File: config.mk
export PLATFORM = sky130hd
export DESIGN_NAME = mdu_iterative
export DESIGN_NICKNAME = d
export VERILOG_FILES = /design/src/rtl/mdu_iterative.sv
export SDC_FILE = /design/constraint.sdc
export NUM_CORES = 1
export LEC_CHECK = 0
export ABC_CLOCK_PERIOD_IN_PS = 3300
export CORE_ASPECT_RATIO = 0.6
export CORE_UTILIZATION = 54
export CTS_CLUSTER_SIZE = 16
export DETAILED_ROUTE_END_ITERATION = 16
export HOLD_SLACK_MARGIN = 0.06
export PLACE_DENSITY = 0.89
export SLEW_MARGIN = 10
export SYNTH_ARGS = -nofsm -noshare
export SYNTH_HDL_FRONTEND = slang
export SYNTH_SLANG_ARGS = --single-unit
File: constraint.sdc
create_clock -name clk -period 3.3 [get_ports clk]
set_clock_uncertainty 0.2 [all_clocks]
set_input_delay 0.825 -clock clk [delete_from_list [all_inputs] [get_ports clk]]
set_output_delay 0.825 -clock clk [all_outputs]
set_load 0.01 [all_outputs]
File: src/rtl/mdu_iterative.sv
// Iterative MULT/MULTU/DIV/DIVU unit with architectural HI/LO registers.
// Ports:
//   clk, arst_n               clock and asynchronous active-low reset
//   enable                    0 freezes all state; flush still acts
//   start, op                 new operation request (00 MULTU, 01 MULT, 10 DIVU, 11 DIV)
//   operand_a, operand_b      rs / rt operands
//   flush                     abort the in-flight operation
//   busy                      high in RUN and FIX; the pipeline stalls on it
//   done                      one-cycle pulse when HI/LO take a new result
//   div_by_zero               valid with done; divide with operand_b == 0
//   hi, lo                    product halves, or remainder / quotient
module mdu_iterative #(
    parameter int DATA_W = 32
) (
    input  logic              clk,
    input  logic              arst_n,
    input  logic              enable,
    input  logic              start,
    input  logic [1:0]        op,
    input  logic [DATA_W-1:0] operand_a,
    input  logic [DATA_W-1:0] operand_b,
    input  logic              flush,
    output logic              busy,
    output logic              done,
    output logic              div_by_zero,
    output logic [DATA_W-1:0] hi,
    output logic [DATA_W-1:0] lo
);

    localparam int CW = $clog2(DATA_W);
    localparam logic [CW-1:0] LAST = CW'(DATA_W - 1);

    typedef enum logic [1:0] {
        S_IDLE,
        S_RUN,
        S_FIX,
        S_DONE
    } state_t;

    state_t            state;
    logic [CW-1:0]     count;
    logic              is_div;
    logic              neg_p;
    logic              neg_r;
    logic              b_zero;
    logic [DATA_W-1:0] a_raw;
    logic [DATA_W-1:0] opnd;
    logic [DATA_W-1:0] acc_hi;
    logic [DATA_W-1:0] acc_lo;

    logic              a_neg;
    logic              b_neg;
    logic [DATA_W-1:0] a_mag;
    logic [DATA_W-1:0] b_mag;

    // Signed ops work on magnitudes; -2^(W-1) maps to 2^(W-1),
    // which still fits an unsigned W-bit value.
    assign a_neg = op[0] & operand_a[DATA_W-1];
    assign b_neg = op[0] & operand_b[DATA_W-1];
    assign a_mag = a_neg ? -operand_a : operand_a;
    assign b_mag = b_neg ? -operand_b : operand_b;

    logic [DATA_W:0]     mul_sum;
    logic [DATA_W:0]     div_shift;
    logic [DATA_W:0]     div_diff;
    logic [2*DATA_W-1:0] prod;
    logic [2*DATA_W-1:0] prod_fix;

    // Multiply: {acc_hi, acc_lo} holds partial product and the
    // not-yet-consumed multiplier bits; one right shift per step.
    assign mul_sum = {1'b0, acc_hi}
                   + ({1'b0, opnd} & {(DATA_W+1){acc_lo[0]}});

    // Divide: acc_hi is the partial remainder, acc_lo shifts the
    // dividend out at the top and quotient bits in at the bottom.
    assign div_shift = {acc_hi, acc_lo[DATA_W-1]};
    assign div_diff  = div_shift - {1'b0, opnd};

    assign prod     = {acc_hi, acc_lo};
    assign prod_fix = neg_p ? -prod : prod;

    always_ff @(posedge clk or negedge arst_n) begin
        if (!arst_n) begin
            state       <= S_IDLE;
            count       <= '0;
            is_div      <= 1'b0;
            neg_p       <= 1'b0;
            neg_r       <= 1'b0;
            b_zero      <= 1'b0;
            a_raw       <= '0;
            opnd        <= '0;
            acc_hi      <= '0;
            acc_lo      <= '0;
            busy        <= 1'b0;
            done        <= 1'b0;
            div_by_zero <= 1'b0;
            hi          <= '0;
            lo          <= '0;
        end else if (flush) begin
            state <= S_IDLE;
            busy  <= 1'b0;
            done  <= 1'b0;
        end else if (enable) begin
            unique case (state)
                S_IDLE: begin
                    done <= 1'b0;
                    if (start) begin
                        is_div      <= op[1];
                        neg_p       <= a_neg ^ b_neg;
                        neg_r       <= a_neg;
                        b_zero      <= op[1] & (operand_b == '0);
                        a_raw       <= operand_a;
                        opnd        <= op[1] ? b_mag : a_mag;
                        acc_hi      <= '0;
                        acc_lo      <= op[1] ? a_mag : b_mag;
                        count       <= LAST;
                        div_by_zero <= 1'b0;
                        busy        <= 1'b1;
                        state       <= S_RUN;
                    end
                end
                S_RUN: begin
                    if (is_div) begin
                        if (!div_diff[DATA_W]) begin
                            acc_hi <= div_diff[DATA_W-1:0];
                            acc_lo <= {acc_lo[DATA_W-2:0], 1'b1};
                        end else begin
                            acc_hi <= div_shift[DATA_W-1:0];
                            acc_lo <= {acc_lo[DATA_W-2:0], 1'b0};
                        end
                    end else begin
                        acc_hi <= mul_sum[DATA_W:1];
                        acc_lo <= {mul_sum[0], acc_lo[DATA_W-1:1]};
                    end
                    if (count == '0) begin
                        state <= S_FIX;
                    end else begin
                        count <= count - CW'(1);
                    end
                end
                S_FIX: begin
                    if (b_zero) begin
                        hi          <= a_raw;
                        lo          <= '1;
                        div_by_zero <= 1'b1;
                    end else if (is_div) begin
                        lo <= neg_p ? -acc_lo : acc_lo;
                        hi <= neg_r ? -acc_hi : acc_hi;
                    end else begin
                        hi <= prod_fix[2*DATA_W-1:DATA_W];
                        lo <= prod_fix[DATA_W-1:0];
                    end
                    busy  <= 1'b0;
                    done  <= 1'b1;
                    state <= S_DONE;
                end
                S_DONE: begin
                    done  <= 1'b0;
                    state <= S_IDLE;
                end
                default: begin
                    state <= S_IDLE;
                end
            endcase
        end
    end

endmodule

; ---- Yosys cells after proc, flatten, opt, wreduce, memory -nomap -nowiden
; Index checks and enable logic that the tools add are counted.
[op_classes]
add_sub_neg = 8
n_eq_ne = 8
n_mux = 37
bitwise_logic = 6
reduce_logical = 17
[op_table]
columns = operator, n
row1 = $mux W32, 15
row2 = $neg A32 Y32, 4
row3 = $pmux W32 S2, 2
row4 = $mux W64, 1
row5 = $neg A64 Y64, 1
row6 = $add A32 B33 Y33, 1
row7 = $and A32 B33 Y33, 1
row8 = $sub A33 B32 Y33, 1
row9 = $logic_not A32 Y1, 1
row10 = $mux W5, 2
row11 = $pmux W5 S2, 1
row12 = $reduce_and A5 Y1, 2
row13 = $reduce_and A3 Y1, 3
row14 = $mux W1, 8
row15 = $mux W2, 4
row16 = $pmux W2 S4, 1
row17 = $reduce_and A4 Y1, 2
row18 = $ne A2 B2 Y1 const B, 3
row19 = $ne A3 B3 Y1 const B, 2
row20 = $pmux W1 S2, 3
row21 = $reduce_bool A2 Y1, 3
row22 = $reduce_bool A3 Y1, 2
row23 = $logic_not A5 Y1, 1
row24 = $sub A5 B1 Y5 const B, 1
row25 = 8 further kinds, 11
[word_totals]
reg_bits = 206
output_inout_bits = 67
word_cells = 91

; ---- Longest topological paths before layout
[depth]
word_depth = 5
mapped_depth = 14

; ---- Least setup slack after synthesis
; Ideal clock, no wire load.
[synth_timing]
path_kind = register -> register
startpoint = reg acc_hi[0]
endpoint = reg acc_hi[11]
setup_ps = 135
t_arrival_ps = 3132
slack_ps = -166
stages_incl_launch_ff = 14
n_path_buf = 3
cell_sequence = dfrtp_1 -> clkbuf_1 -> inv_1 -> fa_1 -> nand2b_1 -> a21oi_1 -> o21ai_1 -> o31a_1 -> o211ai_2 -> xor2_2 -> buf_2 -> buf_2 -> mux2i_1 -> o21ai_0
[synth_between]
elab_chain_cells = 4
elab_cells_between_ends = 5
cone_classes = add/sub: 2 / mux: 3
[synth_rtl]
columns = element, line
row1 = start: declaration, 48  ; logic [DATA_W-1:0] acc_hi;
row2 = start signal: assignment, 125  ; acc_hi <= div_diff[DATA_W-1:0];
row3 = start signal: assignment, 128  ; acc_hi <= div_shift[DATA_W-1:0];
row4 = start signal: assignment, 132  ; acc_hi <= mul_sum[DATA_W:1];
row5 = $sub A33 B32 Y33, 77  ; assign div_diff = div_shift - {1'b0, opnd};
row6 = $mux W32, 124  ; if (!div_diff[DATA_W]) begin
row7 = $mux W32 *, 123  ; if (is_div) begin
row8 = $pmux W32 S2 *, 104  ; unique case (state)
; Every way passes the cells marked *; elsewhere a longest branch is shown, timed or not.
; A chain may end at the register's enable or synchronous reset.

; ---- Final worst setup path
[layout_timing]
startpoint = reg opnd[0]
endpoint = reg acc_hi[3]
[layout_between]
elab_chain_cells = 4
elab_cells_between_ends = 6
cone_classes = add/sub: 2 / mux: 3 / bitwise: 1
[layout_rtl]
columns = element, line
row1 = start: declaration, 47  ; logic [DATA_W-1:0] opnd;
row2 = start signal: assignment, 113  ; opnd <= op[1] ? b_mag : a_mag;
row3 = $and A32 B33 Y33 or $sub A33 B32 Y33 (tied branches), "72, 77"
row4 = $add A32 B33 Y33 or $mux W32 (tied branches), "72, 124"
row5 = $mux W32 *, 123
row6 = $pmux W32 S2 *, 104
; Marks and branches as above.

==> results.md <==
- Full die area: 0.0305 mm2
- DRC viols: 0
- R2R setup slack: -0.19 ns
- Hold_buf cts: 0
- Num rows: 48
- Sequential fraction of design power: 22.7%
- Rel. slew slack: 21.6%
- Switching share of power: 44.7%
- CTS buffer count: 22
- Avg Cell Area, Syn: 8.13 um2
- Die H: 136 um
- Final hold slack: 0.0509 ns
- WP data arrival: 3.71 ns
- Iter 0 DRT Violations: 2658
- Layout cells sized above 1: 30.9%
- Placement Setup Slack: -0.643 ns
- Clock Power Share: 14.6%
- Total gr overflow: 0
- CP cell instances: ha_4 > fa_2 > nand2b_4 > a21oi_4 > o21ai_2 > o31a_1 > buf_6 > o211ai_4 > xor2_4 > buf_12 > buf_8 > mux2_4 > a211oi_2 > nor2_1
- Post-DP Area: 0.0205 mm2
- Initial antenna violation count: 3
- CP Capture Type: flip-flop
- Netlist cell types: 83
- DR WL/cell: 24.5 um
- Tmin final: 3.49 ns
- Clock Tree Buf Depth: 3
- Max H-tree Level: 1
- Design area: 0.0232 mm2
- Crit-path max FO: 5
- Combinational fraction of design power: 62.8%
- Post-Synthesis Cells: 1978
- Util after Layout: 80.1%
- Peak supply drop: 0.517 mV
- Total number of vias: 18900
- Hpwl dp: 50200 um
- Worst-path clk slew: 0.08 ns
- Syn_nets: 2124
- Worst setup margin: -0.190 ns
- Status: finished, violations left
- Area growth, synth to finish: 44.5%
- Unrepaired setup endpoints after global routing: yes
- Max Clock Freq: 287 MHz
- Dpl cells: 2788
- Actual slew at the worst max-slew pin: 1.18 ns
- Via density: 6.53
- Total power draw: 18.3 mW
- Pins Over Slew Limit: 0
- Main synth FF type: dfrtp_1
- Power per cell area: 786 mW/mm2
- Final Hold Violating Endpoints: 0
- Clk sinks: 206
- # IOs: 138
- CP Launch Type: flip-flop
- Worst Reg2Reg Path Length in Cells: 14
- Port bufs: 137
- Ys Warns: 0
- Routed Antenna Nets: 0
- Global-route wire length before repair: 102000 um
- Setup TNS: -1.63 ns
- Placer Congestion: 1.03
- Failing checks: setup timing
- Root Driver: clkbuf_16
- Post-synth EDFFs: 0
- Tot GR Track Use: 43.9%
- Sequential share of the synthesized area: 32.1%
- Routed wire length: 70900 um
- Vias in the first global route: 17600
- Die Span X: 225 um
- Non-Filler Instances: 2893
- Slowest stage cell, crit path: dfrtp_1
- Synthesized flop and latch total: 206
- Initial Util: 55.4%
- Top delay family on crit path: compound AO/OA/AOI/OAI gates
- Max_cap viols: 0
- Clock Latency Late Sink: 0.55 ns
- Nets@finish: 2622
- CTS tree: done
- TritonRoute pass-1 iters: 7
- Psw: 8.16 mW
- Worst Hold Class: input port to async pin
- Leak pwr: 10.4 nW
- WS Path Type: flip-flop to flip-flop
- Crit path buf inv count: 3
- Largest net degree at the start of global routing: 94
- Endpoints failing setup: 22
- Crit-path max cell delay: 0.44 ns
- Synthesized area: 0.0161 mm2
- Final Cycle Share: 106%
- FF-to-FF End: acc_hi[3]
- WP data required: 3.52 ns
- P_int: 10.1 mW
- RR Startpoint: opnd[0]
- Core ar.: 0.0290 mm2
- Async SR Flop Fraction: 100%
[final cells by class]
cell class / instances / area (um2)
tap: 400 / 500
clock inverter: 10 / 113
sequential: 206 / 5160
clock buffer: 29 / 618
fill: 1795 / 5770
timing repair buffer: 591 / 5070
multi-input combinational: 1587 / 11500
inverter: 68 / 255
antenna: 2 / 5.00
[cell usage in the layout (no fill, tap or decap), drive strengths merged, types with 20 or more instances in the layout]
| cell | Yosys | layout |
|---|---|---|
| nor3 | 26 | 26 |
| or3 | 22 | 22 |
| mux2i | 41 | 41 |
| a21o | 32 | 32 |
| nand2 | 188 | 188 |
| xnor2 | 70 | 70 |
| dfrtp | 206 | 206 |
| buf | 15 | 455 |
| nand3 | 25 | 25 |
| o31ai | 26 | 26 |
| a21oi | 232 | 233 |
| clkdlybuf4s50 | 0 | 131 |
| o211ai | 22 | 22 |
| a211oi | 26 | 26 |
| clkbuf | 101 | 30 |
| a31oi | 20 | 20 |
| xor2 | 103 | 103 |
| ha | 73 | 73 |
| mux2 | 54 | 54 |
| nor2 | 236 | 236 |
| inv | 68 | 69 |
| o21ai | 169 | 169 |
[layer usage]
layer / global-route usage, % / wire (um)
met3: 14.0 / 10700
met2: 63.9 / 29400
met5: 0 / 28
met1: 61.2 / 27800
met4: 14.9 / 2900
[logic make-up after synthesis]
family          after synthesis  synth area share, %
compound gates              624                 23.6
simple gates                619                 18.0
fa+ha+maj                    75                 5.93
mux                          95                 6.33
flops                       206                 32.1
xor+xnor                    173                 9.47
buf+inv                     186                 4.63
[cell usage after synthesis, drive strengths merged, types with 7 or more instances]
cell,number,area [um2]
nand2b,11,68.8
or3,22,140
ha,73,913
a211oi,26,195
inv,68,255
and2,8,50.1
mux2,54,608
dfrtp,206,5150
o311ai,11,96.3
o21ai,169,846
a22oi,9,67.6
nor2,236,886
xnor2,70,613
nand3,25,125
nand4,11,68.8
xor2,103,910
and3,16,100
clkbuf,101,403
a21oi,232,1160
or4,18,150
nand2,188,708
nor4,17,149
o21a,7,52.6
buf,15,68.8
a21o,32,240
o31ai,26,219
mux2i,41,410
o211ai,22,170
nor2b,15,96.3
a31oi,20,125
nor3,26,130
o41ai,12,105
a31o,9,78.8
[registers in the layout, summed over array words and instances, names as in the netlist]
name         count
lo              32
hi              32
neg_p            1
acc_lo          32
count            5
busy             1
opnd            32
b_zero           1
acc_hi          32
a_raw           32
neg_r            1
done             1
is_div           1
div_by_zero      1
state            2
[worst max path at each step]
stage	start	end	slack (ns)	depth (start not counted)
final	opnd[0]	acc_hi[3]	-0.19	14
after global placement	operand_a[0]	acc_lo[22]	-0.62	13
after global routing	opnd[0]	acc_hi[3]	-0.24	14
after detailed placement	operand_a[0]	acc_lo[26]	-0.64	13
after CTS	opnd[0]	acc_hi[3]	-0.08	13
after floorplan	acc_lo[0]	acc_hi[25]	0.007	13
[power groups by stage]
stage	registers (mW)	logic [mW]	clock network (mW)
after floorplan	4.12	4.92	0
after global placement	4.03	9.09	0
after detailed placement	4.09	9.40	0
after CTS	4.07	10.3	2.62
after global routing	4.19	12.0	2.74
final	4.14	11.5	2.66
[repair_timing]
item,in CTS,in global routing
cloned,2,1
pin swaps,72,89
resized for setup,142,175
endpoints found under the setup margin,57,83
buffers inserted,39,25
(Power assumes the default switching activity.)
